**src/rtl/lc3b_control_fsm.sv**
```systemverilog
// LC-3b mp0 multicycle Moore control unit: fetch, decode, execute, memory, writeback.
// Optional macro LC3B_CTRL_PERF_EN adds cycle_count / instr_count performance ports.
module lc3b_control_fsm #(
    parameter int unsigned MEM_WAIT_MAX = 0
) (
    input  logic        clk,
    input  logic        rst_n,
    input  logic [3:0]  opcode,
    input  logic        br_en,
    input  logic        mem_resp,
    output logic        pcmux_sel,
    output logic        storemux_sel,
    output logic        marmux_sel,
    output logic        mdrmux_sel,
    output logic        alumux_sel,
    output logic        regfilemux_sel,
    output logic        load_pc,
    output logic        load_ir,
    output logic        load_mar,
    output logic        load_mdr,
    output logic        load_regfile,
    output logic        load_cc,
    output logic [2:0]  alu_op,
    output logic        mem_read,
    output logic        mem_write,
    output logic [1:0]  mem_byte_enable,
    output logic        mem_timeout
`ifdef LC3B_CTRL_PERF_EN
    ,
    output logic [31:0] cycle_count,
    output logic [31:0] instr_count
`endif
);

    localparam int unsigned CNT_W = 32;

    localparam logic [3:0] OP_BR  = 4'b0000;
    localparam logic [3:0] OP_ADD = 4'b0001;
    localparam logic [3:0] OP_AND = 4'b0101;
    localparam logic [3:0] OP_NOT = 4'b1001;
    localparam logic [3:0] OP_LDR = 4'b0110;
    localparam logic [3:0] OP_STR = 4'b0111;

    localparam logic [2:0] ALU_ADD  = 3'd0;
    localparam logic [2:0] ALU_AND  = 3'd1;
    localparam logic [2:0] ALU_NOT  = 3'd2;
    localparam logic [2:0] ALU_PASS = 3'd3;

    typedef enum logic [3:0] {
        S_FETCH1, S_FETCH2, S_FETCH3, S_DECODE,
        S_ADD, S_AND, S_NOT, S_BR, S_BR_TAKEN,
        S_CALC_ADDR, S_LDR1, S_LDR2, S_STR1, S_STR2
    } state_t;

    state_t           state;
    state_t           state_next;
    logic [CNT_W-1:0] wait_cnt;
    logic             in_mem;
    logic             expire;

    assign in_mem = (state == S_FETCH2) || (state == S_LDR1) || (state == S_STR2);

    // Wait budget runs out this cycle; a simultaneous mem_resp takes priority.
    assign expire = (MEM_WAIT_MAX != 0) && in_mem && !mem_resp &&
                    (wait_cnt == CNT_W'(MEM_WAIT_MAX - 1));

    // Next-state selection.
    always_comb begin
        state_next = state;
        case (state)
            S_FETCH1: state_next = S_FETCH2;
            S_FETCH2: begin
                if (mem_resp)    state_next = S_FETCH3;
                else if (expire) state_next = S_FETCH1;
            end
            S_FETCH3: state_next = S_DECODE;
            S_DECODE: begin
                case (opcode)
                    OP_ADD:         state_next = S_ADD;
                    OP_AND:         state_next = S_AND;
                    OP_NOT:         state_next = S_NOT;
                    OP_BR:          state_next = S_BR;
                    OP_LDR, OP_STR: state_next = S_CALC_ADDR;
                    default:        state_next = S_FETCH1;
                endcase
            end
            S_ADD, S_AND, S_NOT: state_next = S_FETCH1;
            S_BR:        state_next = br_en ? S_BR_TAKEN : S_FETCH1;
            S_BR_TAKEN:  state_next = S_FETCH1;
            S_CALC_ADDR: state_next = (opcode == OP_LDR) ? S_LDR1 : S_STR1;
            S_LDR1: begin
                if (mem_resp)    state_next = S_LDR2;
                else if (expire) state_next = S_FETCH1;
            end
            S_LDR2: state_next = S_FETCH1;
            S_STR1: state_next = S_STR2;
            S_STR2: begin
                if (mem_resp || expire) state_next = S_FETCH1;
            end
            default: state_next = S_FETCH1;
        endcase
    end

    // State register and saturating per-memory-state wait counter.
    always_ff @(posedge clk) begin
        if (!rst_n) begin
            state    <= S_FETCH1;
            wait_cnt <= '0;
        end else begin
            state <= state_next;
            if (in_mem && (state_next == state)) begin
                if ((MEM_WAIT_MAX != 0) && (wait_cnt != CNT_W'(MEM_WAIT_MAX)))
                    wait_cnt <= wait_cnt + CNT_W'(1);
            end else begin
                wait_cnt <= '0;
            end
        end
    end

    // Moore output decode; reset masks everything except the byte enables.
    always_comb begin
        pcmux_sel       = 1'b0;
        storemux_sel    = 1'b0;
        marmux_sel      = 1'b0;
        mdrmux_sel      = 1'b0;
        alumux_sel      = 1'b0;
        regfilemux_sel  = 1'b0;
        load_pc         = 1'b0;
        load_ir         = 1'b0;
        load_mar        = 1'b0;
        load_mdr        = 1'b0;
        load_regfile    = 1'b0;
        load_cc         = 1'b0;
        alu_op          = ALU_ADD;
        mem_read        = 1'b0;
        mem_write       = 1'b0;
        mem_byte_enable = 2'b11;
        mem_timeout     = rst_n && expire;
        if (rst_n) begin
            case (state)
                S_FETCH1: begin
                    marmux_sel = 1'b1;
                    load_mar   = 1'b1;
                    load_pc    = 1'b1;
                end
                S_FETCH2, S_LDR1: begin
                    mem_read   = 1'b1;
                    mdrmux_sel = 1'b1;
                    load_mdr   = 1'b1;
                end
                S_FETCH3: load_ir = 1'b1;
                S_ADD, S_AND, S_NOT: begin
                    alu_op       = (state == S_AND) ? ALU_AND :
                                   (state == S_NOT) ? ALU_NOT : ALU_ADD;
                    load_regfile = 1'b1;
                    load_cc      = 1'b1;
                end
                S_BR_TAKEN: begin
                    pcmux_sel = 1'b1;
                    load_pc   = 1'b1;
                end
                S_CALC_ADDR: begin
                    alumux_sel = 1'b1;
                    load_mar   = 1'b1;
                end
                S_LDR2: begin
                    regfilemux_sel = 1'b1;
                    load_regfile   = 1'b1;
                    load_cc        = 1'b1;
                end
                S_STR1: begin
                    storemux_sel = 1'b1;
                    alu_op       = ALU_PASS;
                    load_mdr     = 1'b1;
                end
                S_STR2: mem_write = 1'b1;
                default: ;
            endcase
        end
    end

`ifdef LC3B_CTRL_PERF_EN
    // Free-running cycle counter and retired-instruction counter.
    always_ff @(posedge clk) begin
        if (!rst_n) begin
            cycle_count <= '0;
            instr_count <= '0;
        end else begin
            cycle_count <= cycle_count + 32'd1;
            if (state_next == S_FETCH1)
                instr_count <= instr_count + 32'd1;
        end
    end
`endif

endmodule

```
**config.mk**
```make
export PLATFORM = sky130hd
export DESIGN_NAME = lc3b_control_fsm
export DESIGN_NICKNAME = d
export VERILOG_FILES = /design/src/rtl/lc3b_control_fsm.sv
export SDC_FILE = /design/constraint.sdc
export NUM_CORES = 1
export LEC_CHECK = 0
export ABC_CLOCK_PERIOD_IN_PS = 1390
export CORE_UTILIZATION = 36
export DETAILED_ROUTE_END_ITERATION = 7
export PLACE_DENSITY = 0.82
export REMOVE_ABC_BUFFERS = 1
export SLEW_MARGIN = 10
export SYNTH_ARGS = -nofsm -noshare
export SYNTH_HDL_FRONTEND = slang
export SYNTH_SLANG_ARGS = --single-unit
```
**constraint.sdc**
```tcl
create_clock -name clk -period 1.39 [get_ports clk]
set_input_delay 0.278 -clock clk [delete_from_list [all_inputs] [get_ports clk]]
set_output_delay 0.278 -clock clk [all_outputs]
set_load 0.02 [all_outputs]
```
## Word-level counts from Yosys, hierarchy flattened

Cells that the tools add are included.

| storage, ports and cells | value |
|---|---|
| register bits | 4 |
| bits of input ports | 8 |
| logic and storage cells | 67 |

| operators by class | value |
|---|---|
| equality and inequality tests | 21 |
| mux-type cells | 35 |
| reductions and logical operators | 10 |

Operator list:

| cell | count |
|---|---|
| 4-bit case mux with 9 select lines | 1 |
| 4-bit by 3-bit equality test with 1-bit output, second input constant | 7 |
| 4-bit equality test, second input constant | 7 |
| 1-bit two-way mux | 24 |
| 4-bit case mux with 5 select lines | 1 |
| 4-bit two-way mux | 4 |
| 4-bit by 1-bit equality test with 1-bit output, second input constant | 2 |
| 4-bit by 2-bit equality test with 1-bit output, second input constant | 2 |
| 4-bit logical NOT | 2 |
| 2-bit OR reduction | 4 |
| 2-bit two-way mux | 3 |
| 2-bit != test, second input constant | 3 |
| 3-bit OR reduction | 2 |
| 2-bit case mux with 2 select lines | 1 |
| 4-bit OR reduction | 1 |
| 3-bit two-way mux | 1 |
| 3-bit AND reduction | 1 |

## Logic depth before layout (Yosys ltp)

Gate-level depths: netlist of the first run.

| depth | value |
|---|---|
| word-level depth | 5 |
| gate-level depth with buffers | 6 |
| depth with buffers taken out | 4 |

## Least setup slack after synthesis of the first run

OpenSTA, ideal clock, no wires.

| timing path | value |
|---|---|
| path type | flip-flop to output port |
| from | register state[3] |
| to | output port mem_read |
| data arrival time | 1.470 ns |
| data required time | 1.112 ns |
| slack | -0.358 ns |
| cell stages (with the launch flop) | 6 |
| cell sequence | dfxtp_1 > buf_2 > buf_1 > a21oi_1 > nor2_1 > buf_4 |

| between the ends | value |
|---|---|
| longest elaborated chain between the ends | 4 |

RTL lines:

| element | RTL line | source |
|---|---|---|
| from (decl) | 55 | `state_t state;` |
| from (signal assigned) | 110 | `state <= state_next;` |
| 4-bit by 1-bit equality test with 1-bit output / 4-bit equality test (equally long branches) | -- |  |
| 2-bit OR reduction * | -- |  |
| 1-bit two-way mux * (2 in a row) | -- |  |
| to (decl) | 24 | `output logic mem_read,` |

Mark *: on every way between the ends. The rest lies on a longest branch, timed or not.

## Worst setup path after layout of the first run

| timing path | value |
|---|---|
| from | register state[0] |
| to | output port load_mar |

| between the ends | value |
|---|---|
| longest elaborated chain between the ends | 4 |

RTL lines:

| element | RTL line | source |
|---|---|---|
| 4-bit equality test / 4-bit logical NOT (equally long branches) | 140 | `case (state)` |
| 2-bit OR reduction (no source line) * | -- |  |
| 1-bit two-way mux * | 140 |  |
| 1-bit two-way mux * | 139 | `if (rst_n) begin` |
| to (decl) | 19 | `output logic load_mar,` |

Marks and branches as above.

==> results of run 1 <==
==> layout make-up <==
| class | instances | area (sq um) | area share [%] |
|---|---|---|---|
| Clock buffer | 3 | 22.5 | 1.64 |
| Sequential cell | 4 | 95.1 | 6.93 |
| Inverter | 4 | 17.5 | 1.28 |
| Tap cell | 16 | 20.0 | 1.46 |
| Multi-Input combinational cell | 73 | 671 | 48.9 |
| Timing Repair Buffer | 61 | 546 | 39.8 |
==> power by group through the flow <==
stage	clock network [mW]	registers, mW	logic (mW)
detailed placement	0	0.132	0.246
CTS	0.151	0.132	0.270
global route	0.159	0.132	0.366
global placement	0	0.131	0.238
finish	0.150	0.132	0.352
floorplan	0	0.134	0.107
==> critical path, stage by stage (launching register included) <==
cell	delay [ns]
dfxtp_4	0.37
or2_4	0.29
nor3_4	0.14
or2_1	0.16
buf_6	0.12
==> per-layer routing <==
layer  GRT usage (%)  vias up  part of all wire, %
met5               0        -                    0
met4            8.75        0                  5.0
met3            4.31       25                  6.3
met2            45.2       72                   52
met1            30.6      453                   37
li1                -      421                    -
==> worst min path at each step <==
stage | start | endpoint | slack (ns) | depth (start not counted)
after CTS | opcode[1] | state[2] | 0.60 | 5
after global placement | state[2] | state[1] | 0.69 | 2
after global routing | opcode[1] | state[2] | 0.55 | 5
after detailed placement | state[2] | state[1] | 0.71 | 2
after floorplan | rst_n | state[1] | 0.47 | 2
final | opcode[1] | state[2] | 0.55 | 5
==> cells in the mapped netlist <==
cell type and instances:
inv_1 3, buf_2 1, nor2_1 13, o2111ai_1 1, dfxtp_1 4, nor4bb_1 1, a21oi_1 7, a211oi_2 1
buf_4 6, clkbuf_1 3, a221oi_1 1, a21boi_0 1, and4bb_1 1, or3_1 1, a31oi_1 1, xor2_1 1
o21ai_1 2, nor2b_1 3, conb_1 2, xnor2_1 2, o22ai_1 2, or3_4 1, or4_1 1, nor4_1 1
nor3_1 5, a31o_1 1, buf_1 2, nand2b_1 5, nand2_1 5, a21o_1 1, o21bai_1 1, a2111oi_4 1
nand3_1 5, or2_1 2, o21ai_0 2, inv_2 1
==> metrics by stage <==
step                      instances  setup WS, ns  setup TNS (ns)  instance area (sq um)  hold WS, ns
after floorplan                  81        -0.387           -2.29                    533        0.471
after global placement          148        -0.723          -11.64                    993        0.686
after detailed placement        148        -0.808          -12.51                    993        0.709
after CTS                       152        -0.146           -1.51                   1090        0.605
after global routing            161        -0.231           -2.94                   1370        0.552
final                           161        -0.200           -2.21                   1370        0.547
==> cells by family (layout without fill, tap and decap cells) <==
logic type,Yosys count,after routing,share of synthesized area (%)
xor gates and xnor gates,3,3,4.42
other,2,4,1.26
and+or+nand+nor,44,44,39.4
buffers and inverters,16,68,14.1
DFF,4,4,13.5
AOI/OAI and AO/OA,22,22,27.4
==> what timing repair did <==
action	in CTS	in global routing
gates resized for setup	118	57
endpoints found under the setup margin	20	19
buffers inserted	1	9
pin swaps	11	15
==> results.sh, run 1 <==
export IMPL_outcome="finished with violations"
export IMPL_violations="setup timing"
export IMPL_initial_utilization_pct=39.0
export IMPL_fin_ws_ns=-0.200
export IMPL_via_per_inst=6.03
export IMPL_seq_power_share_pct=20.8
export IMPL_hp_class="in -> reg"
export IMPL_p_int_mw=0.384
export IMPL_power_mw=0.633
export IMPL_hold_viol=0
export IMPL_ys_seq_elements=4
export IMPL_grt_max_degree=11
export IMPL_io_pins=28
export IMPL_pwr_share_clk_pct=23.7
export IMPL_critPathKind="reg -> out"
export IMPL_drc=0
export IMPL_overflow=0
export IMPL_crit_path_max_fanout=5
export IMPL_layout_common_cells="buf_4, buf_6, nor2_4, nor2_1"
export IMPL_synth_avg_cell_area_sq_um=6.53
export IMPL_reg_top3="state: 4 flops"
export IMPL_skew_ns=0.00442
export IMPL_postLayoutCoreUtil_pct=90.0
export IMPL_clk_pin_slew_worst_paths_ns=0.04
export IMPL_hpwl_microns=1520
export IMPL_end_kind="output port"
export IMPL_clock_sinks=4
export IMPL_ys_seq_area_share_pct=13.5
export IMPL_r2r_worst_path_cells=6
export IMPL_clockRootBuffer="clkbuf_4"
export IMPL_r2r_end="state[1]"
export IMPL_antennaDiodeCount=0
export IMPL_syn_inst=91
export IMPL_postCtsHoldBufs=0
export IMPL_gp_congestion=0.923
export IMPL_first_pass_iters=4
export IMPL_rsz0062_at_grt="yes"
export IMPL_setup_viol=20
export IMPL_drt_wirelength_per_cell_microns=20.7
export IMPL_netlist_area_sq_um=594
export IMPL_area_growth_pct=131
export IMPL_grt_pass1_wl_microns=3560
export IMPL_r2r_start="state[0]"
export IMPL_powerDensity_mw_per_mm2=462
export IMPL_cts_buffers=3
export IMPL_track_usage_pct=25.6
export IMPL_regMostFlops="state"
export IMPL_die_height_microns=42.6
export IMPL_vias=971
export IMPL_p_switching_mw=0.250
export IMPL_p_leak_nw=0.564
export IMPL_crit_start="state[0]"
export IMPL_fp_dieW_microns=42.6
export IMPL_ant_nets=0
export IMPL_layout_commonest_cell="buf_4"
export IMPL_cts_tree="yes"
export IMPL_clockBufferDepth=2
export IMPL_arrival_ns=1.31
export IMPL_crit_required_ns=1.11
export IMPL_portBuffers=23
export IMPL_worstSkewPairLatency_ns=0.24
export IMPL_r2r_slack_ns=-0.08
export IMPL_largest_reg_flops=4
export IMPL_start_kind="flip-flop"
export IMPL_drive_gt1_share_pct=69.0
export IMPL_synth_largest_area_cell="dfxtp_1"
export IMPL_cts_max_level=1
export IMPL_worstSetupEndpoint="load_mar"
export IMPL_fillers=72
export IMPL_synth_cell_types=36
export IMPL_slew_violations=0
export IMPL_netlist_area_leader_share_pct=13.5
export IMPL_timing_final_crit_share_pct=114
export IMPL_die_area_sq_mm=0.00182
export IMPL_drtIter0Drc=52
export IMPL_routed_wl_microns=3330
export IMPL_ys_warn_count=0
export IMPL_antenna_found_initial=0
export IMPL_maxCapViolations=0
export IMPL_switching_share_pct=39.5
export IMPL_combPwrFrac_pct=55.5
export IMPL_fin_crit_ns=1.59
export IMPL_num_rows=14
export IMPL_ys_top_cells_by_area="dfxtp_1, nor2_1, buf_4"
export IMPL_clock_fmax_mhz=629
export IMPL_nNetsFinal=155
export IMPL_ir_drop_mv=0.260
export IMPL_grt_pass1_vias=839
export IMPL_coreArea_sq_mm=0.00152
Note: power is estimated with default switching activity, not from simulation.
==> inputs of run 2 (changes only) <==
HOLD_SLACK_MARGIN = 0.06   (was default)
==> results of run 2 <==
No change in the layout: final DEF, timing and power equal those of run 1.
==> inputs of run 3 (changes only) <==
SLEW_MARGIN = 20   (was 10)
==> results of run 3 <==
No change in the layout: final DEF, timing and power equal those of run 1.
